--- src/rtl/cache_arb_pkg.sv ---
// Shared encodings for the cache memory arbiter: FSM states, grant IDs,
// default line length and the tie-break helper.
package cache_arb_pkg;

    localparam logic [2:0] ST_IDLE    = 3'd0;
    localparam logic [2:0] ST_I_CMD   = 3'd1;
    localparam logic [2:0] ST_I_DATA  = 3'd2;
    localparam logic [2:0] ST_D_RCMD  = 3'd3;
    localparam logic [2:0] ST_D_RDATA = 3'd4;
    localparam logic [2:0] ST_D_WR    = 3'd5;

    typedef enum logic [2:0] {
        IDLE    = ST_IDLE,
        I_CMD   = ST_I_CMD,
        I_DATA  = ST_I_DATA,
        D_RCMD  = ST_D_RCMD,
        D_RDATA = ST_D_RDATA,
        D_WR    = ST_D_WR
    } arb_state_e;

    localparam logic GNT_I = 1'b0;
    localparam logic GNT_D = 1'b1;

    localparam int unsigned LINE_BEATS = 8;

    // Winner of an arbitration round; a tie goes to whoever was not served last
    // unless the icache has fixed priority.
    function automatic logic pick_grant(input logic i_req, input logic d_req,
                                        input logic last_grant, input logic fixed_prio);
        logic g;
        g = GNT_D;
        if (i_req && d_req)
            g = (fixed_prio || (last_grant == GNT_D)) ? GNT_I : GNT_D;
        else if (i_req)
            g = GNT_I;
        return g;
    endfunction

endpackage

--- src/rtl/cache_memory_arbiter_beat_counter.sv ---
// Beat counter shared by the read-data and write paths: latches the burst
// length on grant and flags the beat that completes the burst.
module cache_arb_beat_counter
    import cache_arb_pkg::*;
#(
    parameter int unsigned BC_W = 4
) (
    input  logic            clock,
    input  logic            reset,
    input  logic            load,
    input  logic [BC_W-1:0] len,
    input  logic            clear,
    input  logic            inc,
    output logic [BC_W-1:0] burst_len,
    output logic            last_c
);

    logic [BC_W-1:0] count;

    // A zero burstcount still moves one beat.
    always_ff @(posedge clock or posedge reset) begin
        if (reset) begin
            count     <= '0;
            burst_len <= BC_W'(LINE_BEATS);
        end else begin
            if (load)
                burst_len <= (len == '0) ? BC_W'(1) : len;
            if (clear)
                count <= '0;
            else if (inc)
                count <= count + BC_W'(1);
        end
    end

    assign last_c = inc && ((count + BC_W'(1)) == burst_len);

endmodule

--- src/rtl/cache_memory_arbiter.sv ---
// Shares one Avalon-MM burst master between the icache fill engine and the
// dcache fill/writeback engine. CACHE_ARB_IFETCH_PRIO_EN selects fixed icache priority.
module cache_memory_arbiter
    import cache_arb_pkg::*;
#(
    parameter int unsigned ADDR_W = 32,
    parameter int unsigned DATA_W = 64,
    parameter int unsigned BC_W   = 4
) (
    input  logic              clock,
    input  logic              reset,

    input  logic [ADDR_W-1:0] i_address,
    input  logic              i_read,
    input  logic [BC_W-1:0]   i_burstcount,
    output logic              i_waitrequest,
    output logic [DATA_W-1:0] i_readdata,
    output logic              i_readdatavalid,

    input  logic [ADDR_W-1:0] d_address,
    input  logic              d_read,
    input  logic              d_write,
    input  logic [DATA_W-1:0] d_writedata,
    input  logic [BC_W-1:0]   d_burstcount,
    output logic              d_waitrequest,
    output logic [DATA_W-1:0] d_readdata,
    output logic              d_readdatavalid,

    output logic [ADDR_W-1:0] m_address,
    output logic              m_read,
    output logic              m_write,
    output logic [DATA_W-1:0] m_writedata,
    output logic [BC_W-1:0]   m_burstcount,
    input  logic [DATA_W-1:0] m_readdata,
    input  logic              m_readdatavalid,
    input  logic              m_waitrequest
);

    arb_state_e      state;
    logic            last_grant;
    logic            i_req, d_req, gnt;
    logic            in_data, decide, grant_ok, cmd_accept;
    logic            beat_inc, beat_last, clr_cnt;
    logic [BC_W-1:0] win_bc, burst_len;

    assign i_req = i_read;
    assign d_req = d_read | d_write;

`ifdef CACHE_ARB_IFETCH_PRIO_EN
    assign gnt = pick_grant(i_req, d_req, last_grant, 1'b1);
`else
    assign gnt = pick_grant(i_req, d_req, last_grant, 1'b0);
`endif

    // The last read beat doubles as an arbitration point so bursts go back to back.
    assign in_data    = (state == I_DATA) || (state == D_RDATA);
    assign decide     = (state == IDLE) || (in_data && beat_last);
    assign grant_ok   = decide && (i_req || d_req);
    assign cmd_accept = ((state == I_CMD)  && i_read && !m_waitrequest) ||
                        ((state == D_RCMD) && d_read && !m_waitrequest);
    assign beat_inc   = (in_data && m_readdatavalid) ||
                        ((state == D_WR) && d_write && !m_waitrequest);
    assign clr_cnt    = grant_ok || cmd_accept;
    assign win_bc     = (gnt == GNT_I) ? i_burstcount : d_burstcount;

    cache_arb_beat_counter #(
        .BC_W (BC_W)
    ) u_beat_cnt (
        .clock     (clock),
        .reset     (reset),
        .load      (grant_ok),
        .len       (win_bc),
        .clear     (clr_cnt),
        .inc       (beat_inc),
        .burst_len (burst_len),
        .last_c    (beat_last)
    );

    // A dcache write wins over a simultaneous dcache read; the read stays pending.
    always_ff @(posedge clock or posedge reset) begin
        if (reset) begin
            state      <= IDLE;
            last_grant <= GNT_D;
        end else if (grant_ok) begin
            last_grant <= gnt;
            if (gnt == GNT_I)
                state <= I_CMD;
            else if (d_write)
                state <= D_WR;
            else
                state <= D_RCMD;
        end else begin
            case (state)
                I_CMD:   if (cmd_accept) state <= I_DATA;
                D_RCMD:  if (cmd_accept) state <= D_RDATA;
                I_DATA,
                D_RDATA,
                D_WR:    if (beat_last)  state <= IDLE;
                default: state <= IDLE;
            endcase
        end
    end

    always_comb begin
        m_address       = '0;
        m_read          = 1'b0;
        m_write         = 1'b0;
        m_writedata     = '0;
        m_burstcount    = '0;
        i_waitrequest   = 1'b1;
        d_waitrequest   = 1'b1;
        i_readdatavalid = 1'b0;
        d_readdatavalid = 1'b0;
        i_readdata      = '0;
        d_readdata      = '0;
        case (state)
            I_CMD: begin
                m_address     = i_address;
                m_read        = i_read;
                m_burstcount  = burst_len;
                i_waitrequest = m_waitrequest;
            end
            D_RCMD: begin
                m_address     = d_address;
                m_read        = d_read;
                m_burstcount  = burst_len;
                d_waitrequest = m_waitrequest;
            end
            D_WR: begin
                m_address     = d_address;
                m_write       = d_write;
                m_writedata   = d_writedata;
                m_burstcount  = burst_len;
                d_waitrequest = m_waitrequest;
            end
            I_DATA: begin
                i_readdatavalid = m_readdatavalid;
                i_readdata      = m_readdatavalid ? m_readdata : '0;
            end
            D_RDATA: begin
                d_readdatavalid = m_readdatavalid;
                d_readdata      = m_readdatavalid ? m_readdata : '0;
            end
            default: ;
        endcase
    end

endmodule

--- config.mk ---
export PLATFORM = sky130hd
export DESIGN_NAME = cache_memory_arbiter
export DESIGN_NICKNAME = d
export VERILOG_FILES = /design/src/rtl/cache_arb_pkg.sv /design/src/rtl/cache_memory_arbiter_beat_counter.sv /design/src/rtl/cache_memory_arbiter.sv
export SDC_FILE = /design/constraint.sdc
export NUM_CORES = 1
export LEC_CHECK = 0
export CORE_AREA = 2 2 172 174
export CTS_CLUSTER_DIAMETER = 100
export DETAILED_ROUTE_END_ITERATION = 8
export DIE_AREA = 0 0 174 176
export SLEW_MARGIN = 20
export SYNTH_ARGS = -nofsm -noshare
export SYNTH_HDL_FRONTEND = slang
export SYNTH_HIERARCHICAL = 1
export SYNTH_SLANG_ARGS = --single-unit
export TNS_END_PERCENT = 1
--- constraint.sdc ---
create_clock -name clock -period 4.3 [get_ports clock]
set_clock_uncertainty 0.15 [all_clocks]
set_input_delay 0.43 -clock clock [delete_from_list [all_inputs] [get_ports clock]]
set_output_delay 0.43 -clock clock [all_outputs]
set_load 0.1 [all_outputs]
Yosys cells after proc, flatten, opt, wreduce, memory -nomap -nowiden. Index checks and enable logic that the tools add are counted.

Register bits after elaboration: 12. Bits of input ports: 207. Output and inout port bits: 234. Logic and storage cells: 66.

Add/subtract/negate cells: 1. Equality and inequality tests: 9. Mux-type cells: 26. Bitwise gates (word level): 1. Reduce and logical (&&, ||, !) cells: 25.

Operator list (count): 64-bit 2-to-1 mux (4); 32-bit one-hot mux with 2 select lines (1); 4-bit 2-to-1 mux (5); 3-bit 2-to-1 mux (6); 1-bit logical AND (11); 3-bit != test, second input constant (3); 3-bit one-hot mux with 3 select lines (1); 1-bit 2-to-1 mux (8); 3-bit by 2-bit == test with 1-bit output, second input constant (2); 3-bit == test, second input constant (2); 1-bit logical OR (6); 3-bit OR reduction (2); 4-bit by 1-bit adder with 4-bit output, second input constant (1); 4-bit == test (1); 4-bit logical NOT (1); 3-bit by 1-bit == test with 1-bit output, second input constant (1); 3-bit logical NOT (1); 3-bit AND reduction (1); 1-bit one-hot mux with 2 select lines (1); 2-bit nonzero test (1); 2-bit OR reduction (1); 1-bit logical NOT (1); 1-bit bitwise OR (1).

Logic depth before layout (Yosys ltp).
Word-level depth: 10. Gate-level depth with buffers: 13. Gate-level depth less buffers: 11.

Hierarchy. Netlist, hierarchy kept.

By module, submodules not included: cache_memory_arbiter (times used 1, cells an instance 306, area each 2055.7 µm², seq. area each 101.3 µm²); cache_arb_beat_counter (times used 1, cells an instance 36, area each 402.9 µm², seq. area each 201.4 µm²).

Worst setup path before layout. OpenSTA, ideal clock, no wires.

Path type: reg2reg. Start point: register state[1]. End point: register u_beat_cnt.burst_len[1]. Library setup time: 0.125 ns. Data arrival time: 3.557 ns. Data required time: 4.025 ns. Slack: 0.468 ns. Stages on the path, launching flop included: 13. Buffers on the path: 2. Clock period less this slack: 3.832 ns. Cells stage by stage: dfrtp_1 -> buf_6 -> nand2b_4 -> nor2_1 -> clkbuf_1 -> nor2_1 -> o21ai_0 -> nand3_1 -> nor3_2 -> or3b_1 -> o31ai_2 -> o21a_1 -> mux2_2.

Longest elaborated chain between the ends: 8. Elaborated cells between the ends (all ways): 13. Those cells by class: 3 x eq/ne; 10 x reduce/logical.

Ends and longest elaborated chain: start, declared (RTL line cache_memory_arbiter.sv:39) `arb_state_e state;`; start signal, assigned (RTL line cache_memory_arbiter.sv:82) `state <= IDLE;`; start signal, assigned (RTL line cache_memory_arbiter.sv:87) `state <= I_CMD;`; start signal, assigned (RTL line cache_memory_arbiter.sv:89) `state <= D_WR;`; 3-bit by 2-bit == test with 1-bit output, or another cell as far along (RTL line cache_memory_arbiter.sv:56) `assign in_data = (state == I_DATA) || (state == D_RDATA);`; 1-bit logical OR / 1-bit logical AND (equally long branches) (RTL line cache_memory_arbiter.sv:56, cache_memory_arbiter.sv:62); 1-bit logical AND (on tied branches) (RTL line cache_memory_arbiter.sv:61, cache_memory_arbiter.sv:62); 1-bit logical OR (*) (RTL line cache_memory_arbiter.sv:61) `assign beat_inc = (in_data && m_readdatavalid) ||`; named net beat_inc (RTL line cache_memory_arbiter.sv:43) `logic beat_inc, beat_last, clr_cnt;`; 1-bit logical AND (*) (RTL line cache_memory_arbiter_beat_counter.sv:35) `assign last_c = inc && ((count + BC_W'(1)) == burst_len);`; named net beat_last (RTL line cache_memory_arbiter.sv:43); 1-bit logical AND (*) (RTL line cache_memory_arbiter.sv:57) `assign decide = (state == IDLE) || (in_data && beat_last);`; 1-bit logical OR (*) (RTL line cache_memory_arbiter.sv:57); 1-bit logical AND (*) (RTL line cache_memory_arbiter.sv:58) `assign grant_ok = decide && (i_req || d_req);`; named net grant_ok (RTL line cache_memory_arbiter.sv:42) `logic in_data, decide, grant_ok, cmd_accept;`; end signal, assigned (RTL line cache_memory_arbiter_beat_counter.sv:24) `burst_len <= BC_W'(LINE_BEATS);`; end signal, assigned (RTL line cache_memory_arbiter_beat_counter.sv:27) `burst_len <= (len == '0) ? BC_W'(1) : len;`; end, declared (RTL line cache_memory_arbiter_beat_counter.sv:14) `output logic [BC_W-1:0] burst_len,`.

Mark *: on every way through the listed nets, which the timed path passes. The rest lies on a longest branch. A chain may end at the register's enable or synchronous reset.

Final worst setup path.
Start point: input m_readdatavalid. End point: register u_beat_cnt.burst_len[1].

Longest elaborated chain between the ends: 6.

Ends and longest elaborated chain: start, declared (RTL line cache_memory_arbiter.sv:35) `input logic m_readdatavalid,`; 1-bit logical AND (RTL line cache_memory_arbiter.sv:61); 1-bit logical OR (RTL line cache_memory_arbiter.sv:61); named net beat_inc (RTL line cache_memory_arbiter.sv:43); 1-bit logical AND (RTL line cache_memory_arbiter_beat_counter.sv:35); named net beat_last (RTL line cache_memory_arbiter.sv:43); 1-bit logical AND (RTL line cache_memory_arbiter.sv:57); 1-bit logical OR (RTL line cache_memory_arbiter.sv:57); 1-bit logical AND (RTL line cache_memory_arbiter.sv:58); named net grant_ok (RTL line cache_memory_arbiter.sv:42).

The timed path passes the listed nets, and every way through them passes these cells.

==> qor.txt <==
YOSYS
------------------------------------------------------------------------------------------
Post-synthesis net count                                                               550
Ranking of synthesized cells by area                                          sky130_fd_sc_hd__and2_1 (50%), sky130_fd_sc_hd__a22o_1 (11%), sky130_fd_sc_hd__dfrtp_1 (10%), sky130_fd_sc_hd__mux2_2 (3.7%), sky130_fd_sc_hd__buf_2 (3.5%)
Library cell with the largest summed area after synthesis                     sky130_fd_sc_hd__and2_1
Share of synthesized area occupied by flip-flops and latches                        12.32%
Synth top area share                                                                49.87%
Synthesized instance count                                                             342
FF+latch count, synth                                                                   12
Area of the mapped netlist                                                      2459 sq um
Per-instance average area after synthesis                                      7.189 sq um
Number of synthesis warnings                                                             6
Count of distinct cell types in the synthesized netlist                                 39

CLOCKING
------------------------------------------------------------------------------------------
Clock latency at the later pin of the worst-skew pair                              0.24 ns
Clock tree sinks                                                                        12
Longest Clk Path Bufs                                                                    2
H-tree levels                                                                            1
Clock tree from TritonCTS                                                            built
Post-CTS setup buffer count                                                              0
CTS root buffer                                                               sky130_fd_sc_hd__clkbuf_16
Clock edge transition at the registers on the reported setup and hold paths        0.04 ns
Quantity of gates resized following cts                                                  0
Hold-fix buffers, CTS                                                                    0
Cts bufs inserted                                                                        3

DRT
------------------------------------------------------------------------------------------
Drt wl/cell                                                                       13.37 um
Via count normalized by instance count                                               3.410
Number of detailed-route iterations in the first pass                                    4
Detailed Route Iter0 Violations                                                        108
Antenna-violating nets left                                                              0
Post-route DRC violation count                                                           0
Vias after detailed routing                                                           3915
Detailed Route WL                                                                 15350 um

PLACED DESIGN
------------------------------------------------------------------------------------------
Number of instances in the placed design                                              1144
Quantity of I/O buffers inserted on ports                                              440
Cell area after placement                                                       6714 sq um
Detailed-placement wirelength estimate                                            13110 um
Final RePlAce weighted congestion                                                   0.8009

JOB
------------------------------------------------------------------------------------------
Reported max-cap violation count                                                         0

GLOBAL ROUTE
------------------------------------------------------------------------------------------
Largest net degree at the start of global routing                                       65
Most heavily used metal layer in global routing                                       met2
Initial antenna violation count                                                          2
Residual overflow from global routing                                                    0
Global-route wire length before repair                                            22130 um
Number of global-route vias before repair                                             3836
Routing usage on met1                                                               10.38%
Met3 track utilization from global routing                                          2.541%
Total routing resource utilization after global routing                             8.913%
Met2 routing resource usage after global routing                                    16.40%

LAYOUT
------------------------------------------------------------------------------------------
P&R area growth vs syn                                                              176.2%
Final non-filler cell area                                                      6792 sq um
Ratio of cells with drive above 1 in the final layout                               32.63%
Most frequent cells in the layout                                             sky130_fd_sc_hd__buf_4 (226), sky130_fd_sc_hd__clkdlybuf4s50_1 (220), sky130_fd_sc_hd__and2_1 (196)
Final cell count without fillers                                                      1148
Net count reported at finish                                                           973
Filler cells                                                                          3129
Area of the multi-input gates                                                   2013 sq um
Leading cell type in the layout, fill and taps excluded                       sky130_fd_sc_hd__buf_4
Sequential standard cell area                                                  302.8 sq um

CRITICAL PATH
------------------------------------------------------------------------------------------
Start point of the critical path                                              m_readdatavalid
Worst setup EP type                                                                   flop
Worst-path maximum fanout                                                                7
Setup crit start kind                                                            input pin
Number of cells on the worst reg-to-reg path                                            11
Worst r2r dst                                                                 u_beat_cnt/burst_len[1]$_DFFE_PP0P_
Register-to-register setup slack                                                   1.19 ns
Classification of the worst setup path                                              in2reg
Critical path arrival                                                              3.10 ns
Required @ worst endpoint                                                          4.27 ns
Launching point of the worst reg2reg path                                     state[1]$_DFFE_PP0P_

TIMING
------------------------------------------------------------------------------------------
Period utilization                                                                  72.69%
Fin Hold WS                                                                      0.2607 ns
Final setup viols                                                                        0
Total negative setup slack                                                            0 ns
Max-slew violation count                                                                 0
Final Critical Period                                                             3.126 ns
Max transition margin                                                               28.75%
Worst Max-Slew Pin Slew                                                           1.065 ns
Unrepaired setup endpoints after global routing                                      false
Highest Clock Rate                                                               319.9 MHz
Hold violation count in the final report                                                 0

POWER
------------------------------------------------------------------------------------------
Cell leakage power                                                             0.003154 uW
Worst ir drop on vdd                                                           0.0004037 V
Power density cells                                                           720.6 nW/um^2

HOLD PATH
------------------------------------------------------------------------------------------
Worst min-delay path class                                                        in2async

FLOORPLANNING
------------------------------------------------------------------------------------------
Die Y                                                                               176 um
Chip Width                                                                          174 um
Starting Density                                                                    8.612%
Boundary pin count                                                                     441
Area of the core                                                               28550 sq um
Count of standard-cell rows                                                             62
Die outline area                                                               30620 sq um

RUN STATUS
------------------------------------------------------------------------------------------
Status                                                                        complete, no violations

critical path, stage by stage:
cell,delay (ns)
sky130_fd_sc_hd__clkdlybuf4s50_1,0.46
sky130_fd_sc_hd__nand2b_1,0.13
sky130_fd_sc_hd__nor2_4,0.17
sky130_fd_sc_hd__nor2_1,0.06
sky130_fd_sc_hd__o21ai_0,0.08
sky130_fd_sc_hd__buf_4,0.17
sky130_fd_sc_hd__nand3_1,0.08
sky130_fd_sc_hd__nor3_2,0.27
sky130_fd_sc_hd__or3b_1,0.39
sky130_fd_sc_hd__o31ai_2,0.12
sky130_fd_sc_hd__o21a_1,0.35
sky130_fd_sc_hd__mux2_2,0.37
how the worst max path moves through the flow:
stage | to
final | u_beat_cnt/burst_len[1]$_DFFE_PP0P_
after global routing | u_beat_cnt/burst_len[2]$_DFFE_PP0P_
after CTS | u_beat_cnt/burst_len[1]$_DFFE_PP0P_
after detailed placement | u_beat_cnt/burst_len[2]$_DFFE_PP0P_
after global placement | u_beat_cnt/burst_len[2]$_DFFE_PP0P_
after floorplan | u_beat_cnt/burst_len[1]$_DFFE_PP0P_
cell type report:
cell class	count	share of cell area [%]
Timing Repair Buffer	446	57.41
Multi-Input combinational cell	297	29.64
Tap cell	384	7.074
Sequential cell	12	4.458
Clock buffer	3	1.105
Inverter	5	0.2763
Antenna cell	1	0.03685
where the power goes:
part / switching (uW) / internal [uW] / total [uW]
Combinational: 3470 / 1030 / 4500
Clock: 44.1 / 121 / 165
Sequential: 62.0 / 167 / 229
sequential cells by signal, indices dropped and copies added, names as in the netlist:
| register | count |
|---|---|
| last_grant | 1 |
| state | 3 |
| u_beat_cnt/burst_len | 4 |
| u_beat_cnt/count | 4 |
metrics by stage:
stage	power [uW]	setup WS (ns)	util [%]
2_1_floorplan	3772	0.4680	-
5_1_grt	5056	0.9847	23.79
4_1_cts	4923	1.155	23.78
3_3_place_gp	4747	0.9901	23.52
3_5_place_dp	4744	0.9188	23.52
6_report	4894	1.174	23.79
Yosys cell counts, drive strengths merged:
cell type,count
a22o,32
nand3,2
o21a,2
nor2,14
inv,5
or3,1
nor2b,1
and2,196
a21oi,4
mux2,8
o21ai,2
buf,18
nand4,1
a31o,1
nand2,4
dfstp,2
o22ai,1
ha,1
xor2,4
o31ai,1
mux2i,2
a41o,1
o32ai,1
a31oi,1
nor3,3
clkbuf,10
nand2b,5
a21o,1
xnor2,5
or3b,1
dfrtp,10
or2,2
cell families (layout without fill, tap and decap cells):
family,Yosys count,count (layout),share of synthesized area (%)
AND/OR/NAND/NOR,230,230,57.15
adder cells (fa/ha/maj),1,1,0.5088
buffers and inverters,33,454,6.514
flip-flops,12,12,12.32
XOR/XNOR,9,9,3.206
multiplexers,10,10,4.479
AO/OA/AOI/OAI,47,47,15.83
other,0,1,0
layer usage:
metal / vias to the layer above / part of all wire [%]
met1: 1749 / 39
met2: 200 / 51
met4: 0 / 0.76
met5: - / 0
li1: 1953 / -
met3: 13 / 8.8
Power figures use the tool's default switching activity.
